<file path="src/rtl/debounce_teclado_pkg.sv">
// rtl/debounce_teclado_pkg.sv - shared types, widths and helpers for the keypad debouncer
package debounce_teclado_pkg;

  localparam int CNT_W    = 16;
  localparam int N_TECLAS = 10;

  typedef enum logic [1:0] {
    OCIOSO      = 2'd0,
    FILTRANDO   = 2'd1,
    PRESSIONADO = 2'd2,
    SOLTANDO    = 2'd3
  } estado_t;

  function automatic logic e_one_hot(input logic [N_TECLAS-1:0] v);
    return (v != '0) && ((v & (v - 1'b1)) == '0);
  endfunction

  function automatic logic [CNT_W-1:0] sat_inc(input logic [CNT_W-1:0] c);
    return (c == '1) ? c : c + CNT_W'(1);
  endfunction

endpackage

</file>
<file path="src/rtl/sincronizador_2ff.sv">
// rtl/sincronizador_2ff.sv - two-flop synchronizer for the raw keypad lines
module sincronizador_2ff #(
  parameter int W = 10
) (
  input  logic         clock,
  input  logic         reset_n,
  input  logic [W-1:0] d,
  output logic [W-1:0] q
);

  logic [W-1:0] s1_q;
  logic [W-1:0] s2_q;

  always_ff @(posedge clock or negedge reset_n) begin
    if (!reset_n) begin
      s1_q <= '0;
      s2_q <= '0;
    end else begin
      s1_q <= d;
      s2_q <= s1_q;
    end
  end

  assign q = s2_q;

endmodule

</file>
<file path="src/rtl/debounce_teclado.sv">
// rtl/debounce_teclado.sv - keypad debouncer/encoder; DEBOUNCE_TECLADO_REPETICAO_EN enables auto-repeat
module debounce_teclado
  import debounce_teclado_pkg::*;
#(
  parameter int DEBOUNCE_CICLOS  = 4,
  parameter int REPETICAO_CICLOS = 8
) (
  input  logic                clock,
  input  logic                reset_n,
  input  logic [N_TECLAS-1:0] teclas_raw,
  output logic [N_TECLAS-1:0] codificador,
  output logic                tecla_valida,
  output logic                erro_multitecla,
  output logic                ocupado
);

  if (DEBOUNCE_CICLOS < 2 || DEBOUNCE_CICLOS > 65535 ||
      REPETICAO_CICLOS < 2 || REPETICAO_CICLOS > 65535) begin : g_param_invalido
    $error("debounce_teclado: parameter out of range");
  end

  localparam logic [CNT_W-1:0] DEB_FIM = CNT_W'(DEBOUNCE_CICLOS - 1);
`ifdef DEBOUNCE_TECLADO_REPETICAO_EN
  localparam logic [CNT_W-1:0] REP_FIM = CNT_W'(REPETICAO_CICLOS - 1);
`endif

  logic [N_TECLAS-1:0] s2;
  estado_t             estado_q, estado_d;
  logic [N_TECLAS-1:0] amostra_q, amostra_d;
  logic [CNT_W-1:0]    cnt_q, cnt_d;
  logic [N_TECLAS-1:0] codificador_q, codificador_d;
  logic                tecla_valida_q, tecla_valida_d;
  logic                erro_q, erro_d;

  sincronizador_2ff #(.W(N_TECLAS)) u_sync (
    .clock   (clock),
    .reset_n (reset_n),
    .d       (teclas_raw),
    .q       (s2)
  );

  always_ff @(posedge clock or negedge reset_n) begin
    if (!reset_n) begin
      estado_q       <= OCIOSO;
      amostra_q      <= '0;
      cnt_q          <= '0;
      codificador_q  <= '0;
      tecla_valida_q <= 1'b0;
      erro_q         <= 1'b0;
    end else begin
      estado_q       <= estado_d;
      amostra_q      <= amostra_d;
      cnt_q          <= cnt_d;
      codificador_q  <= codificador_d;
      tecla_valida_q <= tecla_valida_d;
      erro_q         <= erro_d;
    end
  end

  always_comb begin
    estado_d       = estado_q;
    amostra_d      = amostra_q;
    cnt_d          = cnt_q;
    codificador_d  = '0;
    tecla_valida_d = 1'b0;
    erro_d         = 1'b0;
    unique case (estado_q)
      OCIOSO: begin
        if (s2 != '0) begin
          amostra_d = s2;
          cnt_d     = '0;
          estado_d  = FILTRANDO;
        end
      end
      FILTRANDO: begin
        if (s2 == '0) begin
          cnt_d    = '0;
          estado_d = OCIOSO;
        end else if (s2 != amostra_q) begin
          amostra_d = s2;
          cnt_d     = '0;
        end else if (cnt_q >= DEB_FIM) begin
          // Stable long enough: one accept decision, then wait for release.
          if (e_one_hot(amostra_q)) begin
            codificador_d  = amostra_q;
            tecla_valida_d = 1'b1;
          end else begin
            erro_d = 1'b1;
          end
          cnt_d    = '0;
          estado_d = PRESSIONADO;
        end else begin
          cnt_d = sat_inc(cnt_q);
        end
      end
      PRESSIONADO: begin
        if (s2 == '0) begin
          cnt_d    = '0;
          estado_d = SOLTANDO;
        end else begin
`ifdef DEBOUNCE_TECLADO_REPETICAO_EN
          if (s2 == amostra_q && e_one_hot(amostra_q)) begin
            if (cnt_q >= REP_FIM) begin
              codificador_d  = amostra_q;
              tecla_valida_d = 1'b1;
              cnt_d          = '0;
            end else begin
              cnt_d = sat_inc(cnt_q);
            end
          end else begin
            cnt_d = '0;
          end
`endif
        end
      end
      SOLTANDO: begin
        // A bounce during release goes back to held without a new key.
        if (s2 != '0) begin
          cnt_d    = '0;
          estado_d = PRESSIONADO;
        end else if (cnt_q >= DEB_FIM) begin
          cnt_d    = '0;
          estado_d = OCIOSO;
        end else begin
          cnt_d = sat_inc(cnt_q);
        end
      end
      default: estado_d = OCIOSO;
    endcase
  end

  assign codificador     = codificador_q;
  assign tecla_valida    = tecla_valida_q;
  assign erro_multitecla = erro_q;
  assign ocupado         = (estado_q != OCIOSO);

endmodule

</file>
<file path="config.mk">
export PLATFORM = sky130hd
export DESIGN_NAME = debounce_teclado
export DESIGN_NICKNAME = d
export VERILOG_FILES = /design/src/rtl/debounce_teclado_pkg.sv /design/src/rtl/sincronizador_2ff.sv /design/src/rtl/debounce_teclado.sv
export SDC_FILE = /design/constraint.sdc
export NUM_CORES = 1
export LEC_CHECK = 0
export CELL_PAD_IN_SITES_DETAIL_PLACEMENT = 1
export CELL_PAD_IN_SITES_GLOBAL_PLACEMENT = 2
export CORE_MARGIN = 1
export CORE_UTILIZATION = 34
export CTS_CLUSTER_SIZE = 28
export DETAILED_ROUTE_END_ITERATION = 16
export PLACE_DENSITY_LB_ADDON = 0.1
export SLEW_MARGIN = 20
export SYNTH_ARGS = -nofsm -noshare
export SYNTH_HDL_FRONTEND = slang
export SYNTH_SLANG_ARGS = --single-unit
</file>
<file path="constraint.sdc">
create_clock -name clock -period 2 [get_ports clock]
set_input_delay 0.2 -clock clock [delete_from_list [all_inputs] [get_ports clock]]
set_output_delay 0.2 -clock clock [all_outputs]
set_load 0.02 [all_outputs]
</file>
Word-level counts from Yosys, hierarchy flattened
Index checks and enable logic that the tools add are counted.
W data, S select, Z words.
{ "totals": {"ff_bits": 60, "output_inout_bits": 13} }
{ "classes": {"n_mux": 35, "reduce_logical": 11, "n_addsub": 2, "n_eq_ne": 12, "n_bitwise": 1, "order_cmp": 1} }
{ "ops": {"columns": ["operator", "count"], "rows": [
  ["$mux W16", 7],
  ["$mux W10", 8],
  ["$pmux W16 S4", 1],
  ["$logic_not A10 Y1", 2],
  ["$pmux W10 S2", 1],
  ["$reduce_bool A10 Y1", 2],
  ["$add A16 B1 Y16 const B", 1],
  ["$eq A16 B16 Y1 const B", 1],
  ["$ge A16 B2 Y1 const B", 1],
  ["$mux W2", 7],
  ["$and A10 B10 Y10", 1],
  ["$mux W1", 10],
  ["$ne A10 B10 Y1", 1],
  ["$sub A10 B1 Y10 const B", 1],
  ["$ne A3 B3 Y1 const B", 3],
  ["$ne A2 B2 Y1 const B", 4],
  ["$pmux W2 S4", 1],
  ["$reduce_and A5 Y1", 1],
  ["$eq A2 B2 Y1 const B", 2],
  ["$reduce_and A4 Y1", 1],
  ["$reduce_bool A2 Y1", 2],
  ["$eq A2 B1 Y1 const B", 1],
  ["$logic_not A2 Y1", 1],
  ["$reduce_and A2 Y1", 1],
  ["$logic_and A1 B1 Y1", 1]
]} }

Depth between registers and ports, before layout
Gate-level depths: netlist (run 1).
{ "logic_depth": {"word_depth": 9, "mapped_depth": 7, "depth_no_buf": 6} }

Cells and area by module
From an unflattened synthesis (run 1), not the netlist that was laid out.
{ "unflattened": {"cells_unflattened": 172, "hier_area_um2": 2264.7} }
{ "modules_own_cells": {"columns": ["mod", "cells_each", "area_per_inst_um2", "instances"], "rows": [
  ["debounce_teclado", 152, 1764.2, 1],
  ["sincronizador_2ff", 20, 500.5, 1]
]} }

Worst setup path before layout (run 1)
Ideal clock, no wire load.
{ "synth_timing": {"path_type": "reg2reg", "from": "reg u_sync.s2_q[5] (netlist: u_sync.q[5])", "to": "reg amostra_q[4]", "setup_slack_ns": -0.139, "stages_incl_launch_ff": 7, "setup_ns": 0.125, "synth_period_minus_slack_ns": 2.139, "arrival_ns": 2.014, "cell_sequence": "dfrtp_1 -> or4_4 -> nor4_4 -> or2_2 -> a21o_1 -> buf_6 -> mux2_2"} }
{ "synth_via": {"elab_chain_cells": 3} }
{ "synth_lines": {"columns": ["element", "line", "source"], "rows": [
  ["from (decl)", "sincronizador_2ff.sv:12", "logic [W-1:0] s2_q;"],
  ["from (signal assigned)", "sincronizador_2ff.sv:20", "s2_q <= s1_q;"],
  ["$ne A10 B10 Y1, or another cell as far along", "debounce_teclado.sv:79", "end else if (s2 != amostra_q) begin"],
  ["$ne A2 B2 Y1 (no line)", null, null],
  ["$reduce_and A4 Y1 (no line) (*)", null, null],
  ["to (signal assigned)", "debounce_teclado.sv:52", "amostra_q <= amostra_d;"],
  ["to (decl)", "debounce_teclado.sv:29", "logic [N_TECLAS-1:0] amostra_q, amostra_d;"]
]} }
Every way passes the cells marked *; elsewhere a longest branch is shown, timed or not.
A chain may end at the register's enable or synchronous reset.

Final worst setup path (run 1)
{ "layout_timing": {"from": "reg u_sync.s2_q[0] (netlist: u_sync.q[0])", "to": "reg codificador_q[6] (netlist: codificador[6])"} }
{ "layout_via": {"elab_chain_cells": 4} }
{ "layout_lines": {"columns": ["element", "line", "source"], "rows": [
  ["$ne A10 B10 Y1", "debounce_teclado.sv:79", null],
  ["$mux W10", "debounce_teclado.sv:79", null],
  ["$mux W10 (*)", "debounce_teclado.sv:76", "if (s2 == '0) begin"],
  ["$mux W10 (*)", "debounce_teclado.sv:67", "unique case (estado_q)"],
  ["net codificador_d[6]", "debounce_teclado.sv:31", "logic [N_TECLAS-1:0] codificador_q, codificador_d;"],
  ["to (signal assigned)", "debounce_teclado.sv:54", "codificador_q <= codificador_d;"],
  ["to (decl)", "debounce_teclado.sv:31", null]
]} }
Mark *: on every way through the listed nets, which the timed path passes. The rest lies on a longest branch.

==> flow_summary_export.csv, run 1 <==
group,metric,value,unit
synth,synth-main-ff-cell,"dfrtp_1",
outcome,violations,"DRC",
setup_path,path_cells,"buf_6 -> xnor2_2 -> nand4_1 -> or4b_4 -> a2111oi_4 -> buf_2 -> and2_4",
synth,ys_ff_latch,60,
timing,timing.final.crit_period,2.00,ns
drt,wl_per_cell,15.6,um
clocking,cts_buffers,9,
timing,worstMarginPinSlew,0.633,ns
global_route,grt_usage,0.153,
synth,synth_common_cells,"dfrtp_1, and2_1, xnor2_1",
timing,fmax,0.500,GHz
floorplanning,die_area,7050,um^2
setup_path,reg2reg_slack,0.0009,ns
setup_path,cp-end-kind,"flop",
floorplanning,core_area,6420,um^2
synth,synth_edf_count,0,
setup_path,slowest_stage,"or4b_4",
timing,relSlewSlack,0.574,
clocking,clk_root_buffer_cell,"clkbuf_8",
worst_hold_path,hp-class,"input port to flop",
floorplanning,pin_count,25,
finish,antenna_cells,0,
global_route,grt_max_degree,37,
drt,totalWireLength,4820,um
pwr,cellPowerDensity,767,nW/um^2
timing,min_period_over_period,1.00,
clocking,clock-sinks,60,
synth,synth.distinct_cells,42,
floorplanning,row_count,29,
run,max_cap_violations,0,
setup_path,cp.arrival,2.29,ns
setup_path,cpPeakStageDelay,0.57,ns
setup_path,reg2reg_depth,7,
setup_path,crit_path_end,"codificador[6]",
setup_path,cp.required,2.29,ns
finish,fillCellCount,661,
drt,dr.pass1.iters,10,
setup_path,cp-startpoint,"u_sync.q[0]",
clocking,cts_tree,"yes",
timing,hold_violations,0,
drt,ant_nets,0,
synth,async_reset_ff_frac,1.00,
synth,syn_nets,182,
placed_design,place.gp.congestion,0.731,
finish,multi_input_area,935,um^2
timing,fin_skew,0.00908,ns
synth,synth_area_leaders,"dfrtp_1, and2_1, xnor2_1, a22o_1, mux2_2",
finish,layout-drive-gt1-share,0.397,
drt,viasPerCell,4.99,
finish,ff_latch_area,1510,um^2
drt,wl_met1,2200,um
timing,rsz0062_at_grt,"true",
setup_path,crit_type,"flop to flop",
drt,first_iter_violations,39,
setup_path,start_kind,"flop",
placed_design,hpwl,3260,um
setup_path,r2r-end,"codificador[6]",
global_route,antenna_found_initial,0,
drt,maxUsedRoutingLayer,"met4",
global_route,grt-ovfl-total,0,
finish,design_area,3210,um^2
clocking,clk-insertion-delay-late,0.34,ns
synth,syn_inst,169,
outcome,outcome,"finished, violations left",
floorplanning,die_x,84.0,um
pwr,power_leakage,0.00141,uW
synth,synth.largest_area_cell,"dfrtp_1",
setup_path,r2r-start,"u_sync.q[0]",
synth,yosysMostFrequentCell,"dfrtp_1",
drt,routed-wl-met3,183,um
finish,final_nets,240,
global_route,first_global_vias,1583,
synth,synth.top_cell.area_share,0.657,
clocking,htreeDepth,3,
drt,vias,1542,
timing,slew_viol_final,0,
pwr,total_power,2460,uW
drt,wl_met2,2310,um
placed_design,placed_area,2770,um^2
clocking,clk_pin_slew,0.07,ns
setup_path,path_max_fanout,5,
floorplanning,die_y,84.0,um
global_route,grt_pass1_wl,8000,um
synth,ys_seq_area_frac,0.657,
timing,finalSetupViolCount,0,
clocking,clock_path_buffers,2,
synth,ys_warn_count,0,
synth,netlist_area,2280,um^2
floorplanning,start_util,0.356,
drt,drcViolationCount,7,
synth,syn_avg_cell_area,13.5,um^2
placed_design,port_buffers,24,
finish,area_growth,40.5,%
pwr,max-vdd-ir-drop,362,uV
[placed cells by master, fill, tap and decap left out, drive strengths merged, types with 2 or more instances in the layout]
master / count
a21oi: 3
a22o: 6
and2: 25
buf: 27
clkbuf: 9
clkdlybuf4s50: 23
clkinv: 6
dfrtp: 60
inv: 2
mux2: 4
nand2: 4
nand3: 2
nand4: 5
nor2: 4
nor3: 5
nor4: 6
o21ai: 3
or2: 2
or3: 2
or4: 2
xnor2: 11
[worst max-delay path: cells and delay by family (launching register included)]
kind / cells / cell delay, ns
xor gates and xnor gates: 1 / 0.13
and+or+nand+nor: 3 / 0.85
DFF: 1 / 0.39
buffers and inverters: 2 / 0.33
AOI/OAI and AO/OA: 1 / 0.24
[sequential cells by signal (all words and copies together), names as in the netlist, named ones only]
register         cells
amostra_q           10
cnt_q               16
codificador         10
erro_multitecla      1
estado_q             1
tecla_valida         1
u_sync.q            10
u_sync.s1_q         10
[metrics by stage]
| step | hold WS (ns) | std cells | util | TNS, ns | setup WS (ns) |
|---|---|---|---|---|---|
| 4_1_cts | 0.277 | 308 | 0.487 | -0.0288 | -0.0115 |
| 3_5_place_dp | 0.231 | 285 | 0.432 | -2.11 | -0.131 |
| 2_1_floorplan | -0.0956 | 169 | - | -0.504 | -0.126 |
| 6_report | 0.292 | 309 | 0.500 | 0 | 0.000914 |
| 3_3_place_gp | 0.212 | 285 | 0.432 | -0.508 | -0.0911 |
| 5_1_grt | 0.275 | 309 | 0.500 | -2.06 | -0.122 |
[where the power goes]
part | switching (uW) | internal (uW)
registers | 29.2 | 1250
clock network | 485 | 569
logic | 59.5 | 73.5
[area by class of cell]
class                      instances  share of cell area
multi-input combinational        103               0.291
clock buffer                       9              0.0386
tap                               77              0.0300
sequential                        60               0.469
timing repair buffer              51               0.148
clock inverter                     7              0.0210
inverter                           2             0.00234
[how the worst min path moves through the flow]
stage	end	start	cells past startpoint	slack (ns)
2_1_floorplan	async pin	reset_n	0	-0.1
3_3_place_gp	tecla_valida	reset_n	1	0.21
3_5_place_dp	tecla_valida	reset_n	1	0.23
4_1_cts	u_sync.s1_q[6]	teclas_raw[6]	1	0.28
5_1_grt	u_sync.s1_q[5]	teclas_raw[5]	1	0.27
6_report	u_sync.s1_q[1]	teclas_raw[1]	1	0.29
[cell families after synthesis]
group,Yosys count,share of synthesized area
buffers and inverters,6,0.0170
xor gates and xnor gates,12,0.0460
and+or+nand+nor,60,0.166
adders and majority gates,1,0.00548
DFF,60,0.657
muxes,5,0.0241
AOI/OAI and AO/OA,25,0.0843
[repair_timing]
action / 4_1_cts / 5_1_grt
resized for setup: 25 / 22
hold buffers: 1 / 0
setup buffers: 5 / 1
hold endpoints to repair: 24 / 0
gates cloned: 1 / 0
setup endpoints to repair: 35 / 37
pin swaps: 0 / 7
[metal layers]
layer  track usage  up-vias
li1              -      718
met1         0.194      779
met2         0.235       31
met3        0.0445       14
met4        0.0893        0
met5             0        -
Power figures use the tool's default switching activity.
==> run 2, diff against run 1 <==
--- a/config.mk
+++ b/config.mk
@@ -7,7 +7,6 @@
 export LEC_CHECK = 0
 export CELL_PAD_IN_SITES_DETAIL_PLACEMENT = 1
 export CELL_PAD_IN_SITES_GLOBAL_PLACEMENT = 2
-export CORE_MARGIN = 1
 export CORE_UTILIZATION = 34
 export CTS_CLUSTER_SIZE = 28
 export DETAILED_ROUTE_END_ITERATION = 16
==> results of run 2 <==
Same layout as run 1: the final DEF is identical, and so are final timing and power.
